### config.mk
export PLATFORM = sky130hd
export DESIGN_NAME = factor_judge_flat
export DESIGN_NICKNAME = d
export VERILOG_FILES = /design/src/rtl/factor_judge_if.sv /design/src/rtl/factor_judge.sv /design/src/flat_wrapper.sv
export SDC_FILE = /design/constraint.sdc
export NUM_CORES = 1
export LEC_CHECK = 0
export CORE_ASPECT_RATIO = 0.5
export CORE_MARGIN = 4
export CORE_UTILIZATION = 51
export DETAILED_ROUTE_END_ITERATION = 7
export PLACE_DENSITY = 0.77
export RECOVER_POWER = 50
export SLEW_MARGIN = 40
export SYNTH_ARGS = -nofsm -noshare
export SYNTH_HDL_FRONTEND = slang
export SYNTH_SLANG_ARGS = --single-unit
### constraint.sdc
create_clock -name clk -period 2.9 [get_ports clk]
set_clock_uncertainty 0.2 [all_clocks]
set_input_delay 0.435 -clock clk [delete_from_list [all_inputs] [get_ports clk]]
set_output_delay 0.435 -clock clk [all_outputs]
set_load 0.05 [all_outputs]
### src/rtl/factor_judge_if.sv
// factor_judge_if
//   Bundles the game-FSM/digit-entry side signals and the judge outputs.
//   master : game side (drives state, dec, question, digits; observes results)
//   slave  : factor_judge (observes inputs; drives result, result_vld, busy,
//            miss_cnt, lose_req, product)
interface factor_judge_if;
    logic [3:0]  state;
    logic        dec;
    logic [23:0] question;
    logic [3:0]  count1_out;
    logic [3:0]  count2_out;
    logic [3:0]  count3_out;
    logic [1:0]  result;
    logic        result_vld;
    logic        busy;
    logic [2:0]  miss_cnt;
    logic        lose_req;
    logic [9:0]  product;

    modport master (
        output state, dec, question, count1_out, count2_out, count3_out,
        input  result, result_vld, busy, miss_cnt, lose_req, product
    );

    modport slave (
        input  state, dec, question, count1_out, count2_out, count3_out,
        output result, result_vld, busy, miss_cnt, lose_req, product
    );
endinterface

### src/rtl/factor_judge.sv
// factor_judge
//   Judge stage of the factorization game. On a rising edge of dec while the
//   game is in INPUT, multiplies the three entered digits and compares the
//   product with the BCD question, reports CORRECT/WRONG, counts misses and
//   raises lose_req once the miss count reaches MAX_MISS.
// Ports
//   clk  : system clock, rising edge
//   rst  : synchronous reset, active-low
//   bus  : factor_judge_if.slave (state, dec, question, count1..3_out in;
//          result, result_vld, busy, miss_cnt, lose_req, product out)
//
// state  | meaning
// -------+-------------------------------------------------------------
// IDLE   | waiting for a dec rising edge in INPUT
// LOAD   | capture digits and question nibbles
// CONV   | BCD question to binary, flag invalid nibbles
// MUL1   | p1 = d1 * d2
// MUL2   | p  = p1 * d3
// CMP    | compare and update result / miss count (always completes)
module factor_judge #(
    parameter int         MAX_MISS = 3,
    parameter logic [3:0] ST_READY = 4'b0010,
    parameter logic [3:0] ST_INPUT = 4'b0100
) (
    input  logic           clk,
    input  logic           rst,
    factor_judge_if.slave  bus
);

    localparam logic [2:0] S_IDLE = 3'd0;
    localparam logic [2:0] S_LOAD = 3'd1;
    localparam logic [2:0] S_CONV = 3'd2;
    localparam logic [2:0] S_MUL1 = 3'd3;
    localparam logic [2:0] S_MUL2 = 3'd4;
    localparam logic [2:0] S_CMP  = 3'd5;

    localparam logic [2:0] MAX_MISS_C = 3'(MAX_MISS);

    logic [2:0] fsm;
    logic [2:0] fsm_nxt;
    logic       dec_d;

    logic [3:0] d1, d2, d3;
    logic [3:0] qh, qt, qo;
    logic       any_nz;
    logic       q_bad;
    logic [9:0] q_bin;
    logic [6:0] p1;
    logic [9:0] p;

    logic [1:0] result_r;
    logic       result_vld_r;
    logic       busy_r;
    logic [2:0] miss_r;
    logic       lose_r;
    logic [9:0] product_r;

    logic       in_input;
    logic       in_ready;
    logic       req;
    logic       match;
    logic [2:0] miss_inc;
    logic       unused_question_low;

    // Only the upper 12 bits carry the question; the low half belongs to
    // other consumers of the same bus.
    assign unused_question_low = ^bus.question[11:0];

    assign in_input = (bus.state == ST_INPUT);
    assign in_ready = (bus.state == ST_READY);
    assign req      = bus.dec & ~dec_d & in_input &
                      (bus.question[23:12] != 12'h000) & (fsm == S_IDLE);

    // Invalid BCD can alias to a legal binary value, so it vetoes the match.
    assign match    = (p == q_bin) & any_nz & ~q_bad;
    assign miss_inc = (miss_r >= MAX_MISS_C) ? MAX_MISS_C : miss_r + 3'd1;

    always_comb begin
        fsm_nxt = fsm;
        case (fsm)
            S_IDLE: if (req) fsm_nxt = S_LOAD;
            S_LOAD: fsm_nxt = in_input ? S_CONV : S_IDLE;
            S_CONV: fsm_nxt = in_input ? S_MUL1 : S_IDLE;
            S_MUL1: fsm_nxt = in_input ? S_MUL2 : S_IDLE;
            S_MUL2: fsm_nxt = in_input ? S_CMP  : S_IDLE;
            S_CMP:  fsm_nxt = S_IDLE;
            default: fsm_nxt = S_IDLE;
        endcase
    end

    always_ff @(posedge clk) begin
        if (!rst) begin
            fsm    <= S_IDLE;
            busy_r <= 1'b0;
            dec_d  <= 1'b0;
        end else begin
            fsm    <= fsm_nxt;
            busy_r <= (fsm_nxt != S_IDLE);
            dec_d  <= bus.dec;
        end
    end

    // Datapath; a zero digit is an unused slot and multiplies as 1.
    always_ff @(posedge clk) begin
        if (!rst) begin
            d1     <= 4'd1;
            d2     <= 4'd1;
            d3     <= 4'd1;
            qh     <= 4'd0;
            qt     <= 4'd0;
            qo     <= 4'd0;
            any_nz <= 1'b0;
            q_bad  <= 1'b0;
            q_bin  <= 10'd0;
            p1     <= 7'd0;
            p      <= 10'd0;
        end else begin
            case (fsm)
                S_LOAD: begin
                    d1     <= (bus.count1_out == 4'd0) ? 4'd1 : bus.count1_out;
                    d2     <= (bus.count2_out == 4'd0) ? 4'd1 : bus.count2_out;
                    d3     <= (bus.count3_out == 4'd0) ? 4'd1 : bus.count3_out;
                    any_nz <= |{bus.count1_out, bus.count2_out, bus.count3_out};
                    qh     <= bus.question[23:20];
                    qt     <= bus.question[19:16];
                    qo     <= bus.question[15:12];
                end
                S_CONV: begin
                    q_bin <= ({6'd0, qh} * 10'd100) + ({6'd0, qt} * 10'd10) + {6'd0, qo};
                    q_bad <= (qh > 4'd9) | (qt > 4'd9) | (qo > 4'd9);
                end
                S_MUL1: p1 <= {3'd0, d1} * {3'd0, d2};
                S_MUL2: p  <= {3'd0, p1} * {6'd0, d3};
                default: ;
            endcase
        end
    end

    // A READY clear in the same cycle as CMP wins; the comparison is lost.
    always_ff @(posedge clk) begin
        if (!rst) begin
            result_r     <= 2'b00;
            result_vld_r <= 1'b0;
            miss_r       <= 3'd0;
            lose_r       <= 1'b0;
            product_r    <= 10'd0;
        end else begin
            result_vld_r <= 1'b0;
            if (in_ready) begin
                result_r  <= 2'b00;
                miss_r    <= 3'd0;
                lose_r    <= 1'b0;
                product_r <= 10'd0;
            end else if (fsm == S_CMP) begin
                result_vld_r <= 1'b1;
                product_r    <= p;
                if (match) begin
                    result_r <= 2'b01;
                end else begin
                    result_r <= 2'b10;
                    miss_r   <= miss_inc;
                    lose_r   <= (miss_inc == MAX_MISS_C);
                end
            end
        end
    end

    assign bus.result     = result_r;
    assign bus.result_vld = result_vld_r;
    assign bus.busy       = busy_r;
    assign bus.miss_cnt   = miss_r;
    assign bus.lose_req   = lose_r;
    assign bus.product    = product_r;

endmodule

### src/flat_wrapper.sv
// flat-port wrapper written by rule: the top's interface ports become plain ports
module factor_judge_flat 
#(
    parameter int         MAX_MISS = 3,
    parameter logic [3:0] ST_READY = 4'b0010,
    parameter logic [3:0] ST_INPUT = 4'b0100
)
  (clk, rst, bus_state, bus_dec, bus_question, bus_count1_out, bus_count2_out, bus_count3_out, bus_result, bus_result_vld, bus_busy, bus_miss_cnt, bus_lose_req, bus_product);
  factor_judge_if bus_i ();
  input  logic clk;
  input  logic rst;
  input wire logic [$bits(bus_i.state)-1:0] bus_state;
  input wire logic [$bits(bus_i.dec)-1:0] bus_dec;
  input wire logic [$bits(bus_i.question)-1:0] bus_question;
  input wire logic [$bits(bus_i.count1_out)-1:0] bus_count1_out;
  input wire logic [$bits(bus_i.count2_out)-1:0] bus_count2_out;
  input wire logic [$bits(bus_i.count3_out)-1:0] bus_count3_out;
  output wire logic [$bits(bus_i.result)-1:0] bus_result;
  output wire logic [$bits(bus_i.result_vld)-1:0] bus_result_vld;
  output wire logic [$bits(bus_i.busy)-1:0] bus_busy;
  output wire logic [$bits(bus_i.miss_cnt)-1:0] bus_miss_cnt;
  output wire logic [$bits(bus_i.lose_req)-1:0] bus_lose_req;
  output wire logic [$bits(bus_i.product)-1:0] bus_product;
  assign bus_i.state = bus_state;
  assign bus_i.dec = bus_dec;
  assign bus_i.question = bus_question;
  assign bus_i.count1_out = bus_count1_out;
  assign bus_i.count2_out = bus_count2_out;
  assign bus_i.count3_out = bus_count3_out;
  assign bus_result = bus_i.result;
  assign bus_result_vld = bus_i.result_vld;
  assign bus_busy = bus_i.busy;
  assign bus_miss_cnt = bus_i.miss_cnt;
  assign bus_lose_req = bus_i.lose_req;
  assign bus_product = bus_i.product;
  factor_judge #(.MAX_MISS(MAX_MISS), .ST_READY(ST_READY), .ST_INPUT(ST_INPUT)) u_core (.clk(clk), .rst(rst), .bus(bus_i));
endmodule
# ---- Word level (Yosys, flattened, before mapping)
# Index checks and enable logic that the tools add are counted.
dict set report totals {
  register_bits 75
  in_bits 43
  output_inout_bits 18
  elab_cells 72
}
dict set report classes {
  addsub 3
  n_mul 4
  magnitude_cmp 4
  n_eq_ne 9
  muxes 12
  n_bitwise 12
  n_reduce_logical 9
}
# op count
set ops {}
lappend ops {{$pmux 3 s5} 1}
lappend ops {{$gt 4x4->1 const B} 3}
lappend ops {{$logic_not 4->1} 3}
lappend ops {{$mux 3} 4}
lappend ops {{$mux 4} 3}
lappend ops {{$reduce_bool 12->1} 1}
lappend ops {{$reduce_or 12->1} 1}
lappend ops {{$add 10x4->10} 1}
lappend ops {{$add 10x8->10} 1}
lappend ops {{$eq 10x10->1} 1}
lappend ops {{$mul 7x4->10} 1}
lappend ops {{$eq 3x2->1 const B} 3}
lappend ops {{$mul 4x5->8 const B} 1}
lappend ops {{$mul 4x3->7 const B} 1}
lappend ops {{$mul 4x4->7} 1}
lappend ops {{$and 1x1->1} 6}
lappend ops {{$eq 3x3->1 const B} 2}
lappend ops {{$mux 2} 3}
lappend ops {{$eq 4x2->1 const B} 1}
lappend ops {{$eq 4x3->1 const B} 1}
lappend ops {{$not 1->1} 4}
lappend ops {{$add 3x1->3 const B} 1}
lappend ops {{$eq 3x1->1 const B} 1}
lappend ops {{$ge 3x2->1 const B} 1}
lappend ops {{other kinds (6)} 7}

# ---- Logic depth before layout (Yosys ltp)
# Gate-level depths: netlist of the first run.
dict set report depth {
  ltp_word 8
  depth_mapped 11
  ltp_nobuf 11
}

# ---- Least setup slack after synthesis of the first run
# No wires, ideal clock.
dict set report synth_timing {
  path_kind {register to register}
  from {register u_core.d3[3]}
  to {register u_core.p[9]}
  setup_time_ps 79
  arrival_ps 2800
  required_ps 2621
  setup_slack_ps -179
  stages_incl_launch_ff 12
  n_path_buf 0
  synth_period_minus_slack_ps 3079
  path_cell_list {dfxtp_1 and2_1 fa_1 inv_1 fa_1 inv_1 ha_1 a21oi_1 o21a_1 o31ai_2 or4b_1 o211ai_1}
}
dict set report synth_via {
  elab_chain_len 1
}
# item line
set synth_lines {}
lappend synth_lines {{from (decl)} factor_judge.sv:43} ;# logic [3:0] d1, d2, d3;
lappend synth_lines {{from (signal assigned)} factor_judge.sv:122} ;# d3 <= (bus.count3_out == 4'd0) ? 4'd1 : bus.count3_out;
lappend synth_lines {{$mul 7x4->10} factor_judge.sv:133} ;# S_MUL2: p <= {3'd0, p1} * {6'd0, d3};
lappend synth_lines {{to (signal assigned)} factor_judge.sv:133}
lappend synth_lines {{to (decl)} factor_judge.sv:49} ;# logic [9:0] p;
# No other way between the ends.
# A chain may end at the register's enable or synchronous reset.

# ---- Worst setup path in the final report of the first run
dict set report layout_timing {
  from {register u_core.p1[4]}
  to {register u_core.p[9]}
}
dict set report layout_via {
  elab_chain_len 1
}
# item line
set layout_lines {}
lappend layout_lines {{from (decl)} factor_judge.sv:48} ;# logic [6:0] p1;
lappend layout_lines {{from (signal assigned)} factor_judge.sv:132} ;# S_MUL1: p1 <= {3'd0, d1} * {3'd0, d2};
lappend layout_lines {{$mul 7x4->10} factor_judge.sv:133}
# No other way between the ends.

==> results.md, run 1 <==
* FMAX at 327.6 MHz
* Io pins at 61
* Share of post-route cells with drive strength above 1 at 22.83%
* Total gr overflow at 0
* Total power draw at 2167 uW
* Yosys top cell area share at 31.02%
* Starting Density at 53.92%
* 1st-iter DRT viols at 325
* First-pass GRT wire length at 20290 um
* EDFF count, synth at 0
* Clock transition at path regs at 0.06 ns
* Via/cell ratio at 5.599
* Power Density at 338.9 nW/um^2
* Ant. Diodes at 0
* Crit start category: register
* Net count after synthesis at 681
* Number of hold buffers added after CTS at 0
* Final slew viol count at 0
* Cell area after layout at 6395 sq um
* Clock tree root buffer cell: clkbuf_16
* Drt pass-1 iters at 5
* Num Clock Sinks at 75
* Synth Area in Adders at 21.04%
* Largest net degree at the start of global routing at 27
* Die X at 145.8 um
* Mapped Area at 4841 sq um
* Seq pwr share at 47.6%
* Drt drc at 0
* Seq/Total Area, Yosys at 31.02%
* Setup-failing EPs final at 4
* CP Class: register to register
* Core area at 8979 sq um
* Period Utilization, post-route at 105.3%
* Async S/R FF share, synth at 0%
* Layout Nets at 766
* Gr usage total at 21.97%
* Antenna viol nets, final at 0
* Die height at 76.89 um
* Slew headroom at 22.19%
* Final Routed Wirelength at 13070 um
* GPL Wtd Cong at 0.8149
* Failing checks: setup timing
* Int Pwr at 1675 uW
* Fill cell count at 666
* Yosys reg bits at 75
* Via count at 4334
* Syn Inst Count at 568
* Die ar. at 11210 sq um
* R2r setup slk at -0.15 ns
* Clock Latency Late Sink at 0.34 ns
* Row count at 24
* CTS tree: done
* Avg WL per Cell at 16.89 um
* Worst-path fanout max at 5
* H-tree depth at 3
* Largest family of logic cells by synthesized area: simple AND/OR/NAND/NOR gates
* Status: finished with violations
* Vias in the first global route at 4227
* Area grow syn2layout at 32.10%
* Num CTS Buffers at 9
* DP HPWL at 8649 um
* Post-Synth Simple-Gate Area at 23.00%
* Peak VDD IR at 0.2880 mV
* Most used flip-flop cell after synthesis: dfxtp_1
* Clock share of power at 47.5%
* Critical Path AT at 3.12 ns
* Synth area leader: dfxtp_1
* Ys Warns at 0
* Post-DP Area at 5732 sq um
* Combinational Power Share at 4.9%
* Complex-gate fraction of the synthesized area at 14.42%
* Least-Margin Pin Slew at 1.167 ns
* Final WS setup at -0.1528 ns
* Bufs on Longest Clock Path at 2
* Antenna violations before repair at 0
* Crit path capture type: register
* Synth Area in XOR/XNOR at 4.704%
* Worst EP required at 2.97 ns
* RSZ-0062 raised after global routing: yes
* Mux share of post-synthesis cell area at 0.2068%
* Post-synthesis cell type count at 56
* Psw at 491.8 uW
* Number of port buffers at 48
* Synth Area per Inst at 8.523 sq um
* Final Critical Period at 3.053 ns
* Hold Path Class: register to register
* Hold Fails Final Rpt at 0
* Max_cap viols at 0
* Net Sw Frac at 22.69%
* Leak pwr at 0.002599 uW
* Synth top area cells: dfxtp_1 (31%), ha_1 (13%), nand2_1 (9.5%), fa_1 (7.9%), a21oi_1 (6.3%)
==> synth_stat cells, drive strengths merged (6+ instances only) <==
cell    instances
xnor2          12
inv            37
and2           23
a211oi          6
nand3          12
ha             51
o21ai          14
clkbuf          8
dfxtp          75
buf            16
a21oi          61
nor2           15
o211ai          8
nor3           11
nor4           11
nand2         123
nand4           6
nor2b           9
fa             19
xor2           14
==> area by class of cell <==
class | instances | area [sq um] | area share [%]
multi-input cells | 432 | 3445 | 53.86
flip-flops and latches | 75 | 1536 | 24.03
repair buffers | 98 | 859.6 | 13.44
clock buffers | 10 | 239.0 | 3.737
well taps | 117 | 146.4 | 2.289
inverters | 37 | 138.9 | 2.172
clock inverters | 5 | 30.03 | 0.4696
==> power groups by stage <==
stage	logic, uW	clock network [uW]	registers (uW)
after floorplan	38.5	0	1060
after global placement	102	0	1060
after detailed placement	104	0	1060
after CTS	107	1030	1030
after global routing	114	1080	1030
final	107	1030	1030
==> state kept, by name, indices dropped and copies added, names as in the netlist <==
register	count
u_core.any_nz	1
u_core.bus.busy	1
u_core.bus.lose_req	1
u_core.bus.miss_cnt	3
u_core.bus.product	10
u_core.bus.result	2
u_core.bus.result_vld	1
u_core.d1	4
u_core.d2	4
u_core.d3	4
u_core.dec_d	1
u_core.fsm	3
u_core.p	10
u_core.p1	7
u_core.q_bad	1
u_core.q_bin	10
u_core.qh	4
u_core.qo	4
u_core.qt	4
==> cells by family after synthesis <==
group	Yosys count
XOR/XNOR	26
flip-flops	75
AO/OA/AOI/OAI	109
AND/OR/NAND/NOR	226
adder cells (fa/ha/maj)	70
multiplexers	1
buffers and inverters	61
==> final timing paths <==
kind                                   endpoint  cells past startpoint                          startpoint
min          u_core.bus.product[3]$_SDFFE_PP0P_                      2  u_core.bus.product[3]$_SDFFE_PP0P_
min reg2reg  u_core.bus.product[3]$_SDFFE_PP0P_                      2  u_core.bus.product[3]$_SDFFE_PP0P_
max                    u_core.p[9]$_SDFFE_PN0N_                     11           u_core.p1[4]$_SDFFE_PN0N_
max reg2reg            u_core.p[9]$_SDFFE_PN0N_                     11           u_core.p1[4]$_SDFFE_PN0N_
==> metal layers <==
layer	vias to the layer above	GRT usage, %	routed length, um
li1	2099	-	-
met1	2020	29.80	6040
met2	179	35.90	5958
met3	36	4.476	784
met4	0	5.871	291
met5	-	0	0
==> cells in the final DEF (no fill, tap or decap), drive strengths merged, types with 12 or more instances in the layout <==
master           n
ha              51
xor2            14
nor2            15
buf             46
inv             37
dfxtp           75
o21ai           14
fa              19
nand2          123
clkdlybuf4s50   45
clkbuf          14
xnor2           12
and2            23
nand3           12
a21oi           61
==> worst max-delay path, stage by stage, from the launching register on <==
cell	delay, ns
dfxtp_4	0.36
and2_1	0.17
fa_1	0.50
inv_1	0.05
fa_1	0.49
inv_2	0.05
ha_4	0.27
a21oi_2	0.06
o21a_1	0.20
o31ai_4	0.07
or4b_1	0.46
o211ai_1	0.10
==> through the flow <==
stage                     std cells  TNS (ns)  utilization, %  hold slack, ns  setup slack, ns
final                           774   -0.2851           71.22          0.2519          -0.1528
after global routing            774   -0.9396           71.22          0.2692          -0.2074
after CTS                       772   -0.1485           68.56          0.2499          -0.1485
after detailed placement        754   -0.4467           63.84          0.2420          -0.1848
after global placement          754   -0.2559           63.84          0.2406          -0.1250
after floorplan                 568  -0.04007               -          0.2321         -0.04007
==> repair_timing <==
item / 4_1_cts / 5_1_grt
pin swaps: 26 / 33
setup endpoints to repair: 9 / 12
buffers inserted: 3 / 3
gates resized for setup: 26 / 50
(Power assumes the default switching activity.)
==> inputs of run 2 (changes only) <==
Settings changed: SKIP_LAST_GASP set to 1, TNS_END_PERCENT set to 100.
==> run 2 against run 1 <==
Effect of this change:
- the flow still finishes with violations (setup timing)
- non-clock buffer count stayed put
- clock power about the same
- highest routed layer unchanged
- sequential share of layout area up 0.10 points
- cell area down 0.43%
- register-to-register slack about the same
- sequential power barely moved
- die area unchanged
- count of clock-buffer cells in the layout unchanged
- critical path type unchanged
- critical path depth unchanged
==> results.md, run 2 (same netlist as run 1, synthesis figures left out) <==
* Final WS setup at -0.1563 ns
* Num CTS Buffers at 9
* H-tree depth at 3
* Share of post-route cells with drive strength above 1 at 22.53%
* Power Density at 339.9 nW/um^2
* Num Clock Sinks at 75
* Setup slack at placement at -0.1848 ns
* Total power draw at 2164 uW
* Bufs on Longest Clock Path at 2
* GPL Wtd Cong at 0.8149
* 1st-iter DRT viols at 291
* Final Routed Wirelength at 12630 um
* Via/cell ratio at 5.506
* Status: finished with violations
* Most frequent cells in the layout: nand2_1 (117), dfxtp_1 (59), a21oi_1 (54), clkdlybuf4s50_1 (45), buf_4 (42)
* Via count at 4262
* CP Class: register to register
* Total gr overflow at 0
* Final Util at 70.92%
* Failing checks: setup timing
* Starting Density at 53.92%
* Die height at 76.89 um
* Ant. Diodes at 0
* DP HPWL at 8649 um
* Drt pass-1 iters at 5
* Critical path's largest stage delay at 0.50 ns
* Die ar. at 11210 sq um
* Antenna violations before repair at 0
* Row count at 24
* Peak VDD IR at 0.2857 mV
* CP dominant cell by count: fa_1
* Die X at 145.8 um
* Core area at 8979 sq um
* Fill cell count at 672
* Antenna viol nets, final at 0
* Crit path capture type: register
* Number of port buffers at 48
* FMAX at 327.2 MHz
* CTS tree: done
* Drt drc at 0
* Setup TNS at -0.2702 ns
* Area grow syn2layout at 31.53%
* Least-Margin Pin Slew at 1.141 ns
* Layout Nets at 766
* Slew headroom at 23.96%
* Gr usage total at 21.97%
* Crit start category: register
* Vias in the first global route at 4231
* Commonest non-fill, non-tap cell in the layout: nand2_1
* Hold Fails Final Rpt at 0
* Worst-path fanout max at 5
* Max_cap viols at 0
* Final Critical Period at 3.056 ns
* Largest net degree at the start of global routing at 27
* Number of hold buffers added after CTS at 0
* Final slew viol count at 0
* Clock transition at path regs at 0.06 ns
* Worst EP required at 2.96 ns
* Period Utilization, post-route at 105.4%
* Setup-failing EPs final at 4
* Hold Path Class: register to register
* CP max-delay cell: fa_1
* RSZ-0062 raised after global routing: yes
* Clock tree root buffer cell: clkbuf_16
* Crit-path cells: and2_1 > fa_1 > inv_1 > fa_1 > inv_2 > ha_4 > a21oi_2 > o21a_1 > o31ai_4 > or4b_1 > o211ai_1
* Clock Latency Late Sink at 0.34 ns
* Critical Path AT at 3.12 ns
* Io pins at 61
* Avg WL per Cell at 16.32 um
* Leak pwr at 0.002600 uW
* First-pass GRT wire length at 20290 um
==> run 2: metal layers <==
metal	GRT usage [%]	up-vias	wire length (um)
li1	-	2096	-
met5	0	-	0
met3	4.476	27	741
met4	5.871	0	225
met1	29.80	1991	5947
met2	35.90	148	5718
==> run 2: path summary, 6_finish.rpt <==
| kind | depth (start not counted) | end | from | slack (ns) |
|---|---|---|---|---|
| worst max register to register | 11 | u_core.p[9]$_SDFFE_PN0N_ | u_core.p1[4]$_SDFFE_PN0N_ | -0.16 |
| worst max-delay path | 11 | u_core.p[9]$_SDFFE_PN0N_ | u_core.p1[4]$_SDFFE_PN0N_ | -0.16 |
| worst min register to register | 2 | u_core.bus.product[3]$_SDFFE_PP0P_ | u_core.bus.product[3]$_SDFFE_PP0P_ | 0.25 |
| worst min-delay path | 2 | u_core.bus.product[3]$_SDFFE_PP0P_ | u_core.bus.product[3]$_SDFFE_PP0P_ | 0.25 |
==> run 2: timing repair <==
| item | CTS | global route |
|---|---|---|
| pin swaps | 26 | 33 |
| buffers inserted | 3 | 3 |
| gates resized for setup | 26 | 45 |
| cloned | 0 | 0 |
| endpoints found under the setup margin | 9 | 12 |
==> run 2: where the power goes <==
| group | internal [uW] | switching [uW] | total [uW] |
|---|---|---|---|
| sequential | 1030 | 2.63 | 1030 |
| combinational | 54.2 | 51.6 | 106 |
| clock | 593 | 435 | 1030 |
==> run 2: area by class of cell <==
class                   count  area [sq um]  share of cell area [%]
multi-input cells         432          3421                   53.72
flip-flops and latches     75          1536                   24.13
repair buffers             98         855.8                   13.44
clock buffers              10         239.0                   3.753
well taps                 117         146.4                   2.299
inverters                  37         138.9                   2.181
clock inverters             5         30.03                  0.4716
==> run 2: stage by stage <==
stage	std cells	hold slack (ns)	area (sq um)
after floorplan	568	0.2321	4900
after global placement	754	0.2406	5732
after detailed placement	754	0.2420	5732
after CTS	772	0.2499	6156
after global routing	774	0.2692	6367
final	774	0.2520	6367
==> run 2: worst max-delay path: cells and delay by family (launching register included) <==
kind / cells / cell delay [ns]
AOI/OAI and AO/OA: 4 / 0.43
DFF: 1 / 0.36
adders and majority gates: 3 / 1.26
and+or+nand+nor: 2 / 0.64
buffers and inverters: 2 / 0.10
==> inputs of run 3 (changes only) <==
Settings changed: ABC_CLOCK_PERIOD_IN_PS set to 2900, CORE_UTILIZATION 51 to 50, PLACE_DENSITY 0.77 to 0.76.
==> run 3 against run 2 <==
Effect of this change:
- the flow still finishes with violations (setup timing)
- first-iteration DRC count is 22% lower
- worst setup slack improved by 0.0016 ns
- flip-flop and latch count unchanged
- utilization decreased by 5.4 points
- largest cell class unchanged
- power decreased by 2.0%
- clock power shrank 4%
- cell area decreased by 2.8%
- die area is 1.8% higher
==> results.md, run 3 (same netlist as run 1, synthesis figures left out) <==
* Clock Latency Late Sink at 0.33 ns
* Cell area after layout at 6186 sq um
* Via/cell ratio at 5.355
* Most frequent cells in the layout: nand2_1 (119), dfxtp_1 (62), a21oi_1 (56), buf_4 (46), clkdlybuf4s50_1 (45)
* Max_cap viols at 0
* Row count at 25
* Gr usage total at 20.06%
* Fill cell count at 802
* Die height at 77.58 um
* Commonest non-fill, non-tap cell in the layout: nand2_1
* Slew headroom at 48.65%
* Num Clock Sinks at 75
* Drt pass-1 iters at 4
* Critical Path AT at 3.11 ns
* Antenna violations before repair at 0
* Crit path capture type: register
* Hold Path Class: register to register
* Final Critical Period at 3.055 ns
* Total gr overflow at 0
* H-tree depth at 3
* Period Utilization, post-route at 105.3%
* Setup-failing EPs final at 3
* Core area at 9447 sq um
* Failing checks: setup timing
* CTS tree: done
* Crit start category: register
* Worst-path fanout max at 8
* CP Class: register to register
* Power Density at 342.7 nW/um^2
* Worst EP required at 2.96 ns
* Layout Nets at 763
* Starting Density at 51.25%
* Hold Fails Final Rpt at 0
* Drt drc at 0
* Register Area at 1525 sq um
* Post-DP Area at 5739 sq um
* RSZ-0062 raised after global routing: yes
* Antenna viol nets, final at 0
* Crit path launch: u_core.d3[3]$_SDFFE_PN0N_
* Least-Margin Pin Slew at 0.7702 ns
* Final WS setup at -0.1547 ns
* Avg WL per Cell at 14.67 um
* Peak VDD IR at 0.2968 mV
* Share of post-route cells with drive strength above 1 at 19.45%
* Final slew viol count at 0
* Via count at 4220
* GPL Wtd Cong at 0.8034
* Largest net degree at the start of global routing at 27
* Bufs on Longest Clock Path at 2
* Die ar. at 11420 sq um
* Io pins at 61
* 1st-iter DRT viols at 228
* Clock tree root buffer cell: clkbuf_16
* Die X at 147.2 um
* First-pass GRT wire length at 18880 um
* RR Startpoint: u_core.d3[3]$_SDFFE_PN0N_
* Area grow syn2layout at 27.78%
* Vias in the first global route at 3993
* Hold_sp: u_core.bus.product[8]$_SDFFE_PP0P_
* Setup TNS at -0.2640 ns
* Ant. Diodes at 0
* Number of hold buffers added after CTS at 0
* Clock transition at path regs at 0.06 ns
* Status: finished with violations
* FMAX at 327.4 MHz
* DP HPWL at 8540 um
* Area of the multi-input gates at 3266 sq um
* Final Routed Wirelength at 11560 um
* Number of port buffers at 48
* Num CTS Buffers at 9
* Leak pwr at 0.002561 uW
-- run 3: final timing paths --
| path | endpoint | slack, ns | depth (start not counted) |
|---|---|---|---|
| setup / recovery | u_core.p[9]$_SDFFE_PN0N_ | -0.15 | 9 |
| hold / removal | u_core.bus.product[8]$_SDFFE_PP0P_ | 0.25 | 2 |
| hold reg to reg | u_core.bus.product[8]$_SDFFE_PP0P_ | 0.25 | 2 |
| setup reg to reg | u_core.p[9]$_SDFFE_PN0N_ | -0.15 | 9 |
-- run 3: area by class of cell --
class / count / share of cell area (%)
tap: 135 / 2.731
multi-input combinational: 432 / 52.79
sequential: 75 / 24.66
clock buffer: 9 / 3.641
clock inverter: 5 / 0.5259
inverter: 37 / 2.245
timing repair buffer: 95 / 13.41
-- run 3: power breakdown --
| part | switching, uW | leakage [uW] | internal, uW |
|---|---|---|---|
| clock | 419 | 0.000119 | 565 |
| sequential | 2.59 | 0.000611 | 1030 |
| combinational | 48.8 | 0.00183 | 53.5 |
| total | 470 | 0.00256 | 1650 |
-- run 3: critical path, stage by stage (launching register included) --
cell and delay, ns:
dfxtp_4 0.39, nand2_1 0.08, fa_1 0.50, fa_1 0.55, inv_1 0.07, ha_4 0.28
a21oi_2 0.07, o31ai_2 0.26, or4b_4 0.48, o211ai_1 0.09
-- run 3: through the flow --
step	setup slack [ns]	std cells	hold WS, ns	total power (uW)	util (%)
final	-0.1547	788	0.2521	2120	65.48
after global routing	-0.2905	788	0.2828	2184	65.48
after CTS	-0.1612	785	0.2561	2134	64.19
after detailed placement	-0.1546	770	0.2487	1159	60.76
after global placement	-0.1125	770	0.2453	1158	60.76
after floorplan	-0.04007	568	0.2321	1095	-
-- run 3: timing repair --
| action | 4_1_cts | 5_1_grt |
|---|---|---|
| setup endpoints to repair | 10 | 11 |
| buffers inserted | 1 | 5 |
| pin swaps | 11 | 28 |
| gates resized for setup | 12 | 30 |
-- run 3: metal layers --
| metal | wire length (um) | track usage, % | part of all wire (%) |
|---|---|---|---|
| met2 | 5254 | 31.70 | 45 |
| met5 | 0 | 0 | 0 |
| met1 | 5601 | 28.72 | 48 |
| met3 | 535 | 3.851 | 4.6 |
| met4 | 167 | 4.275 | 1.4 |
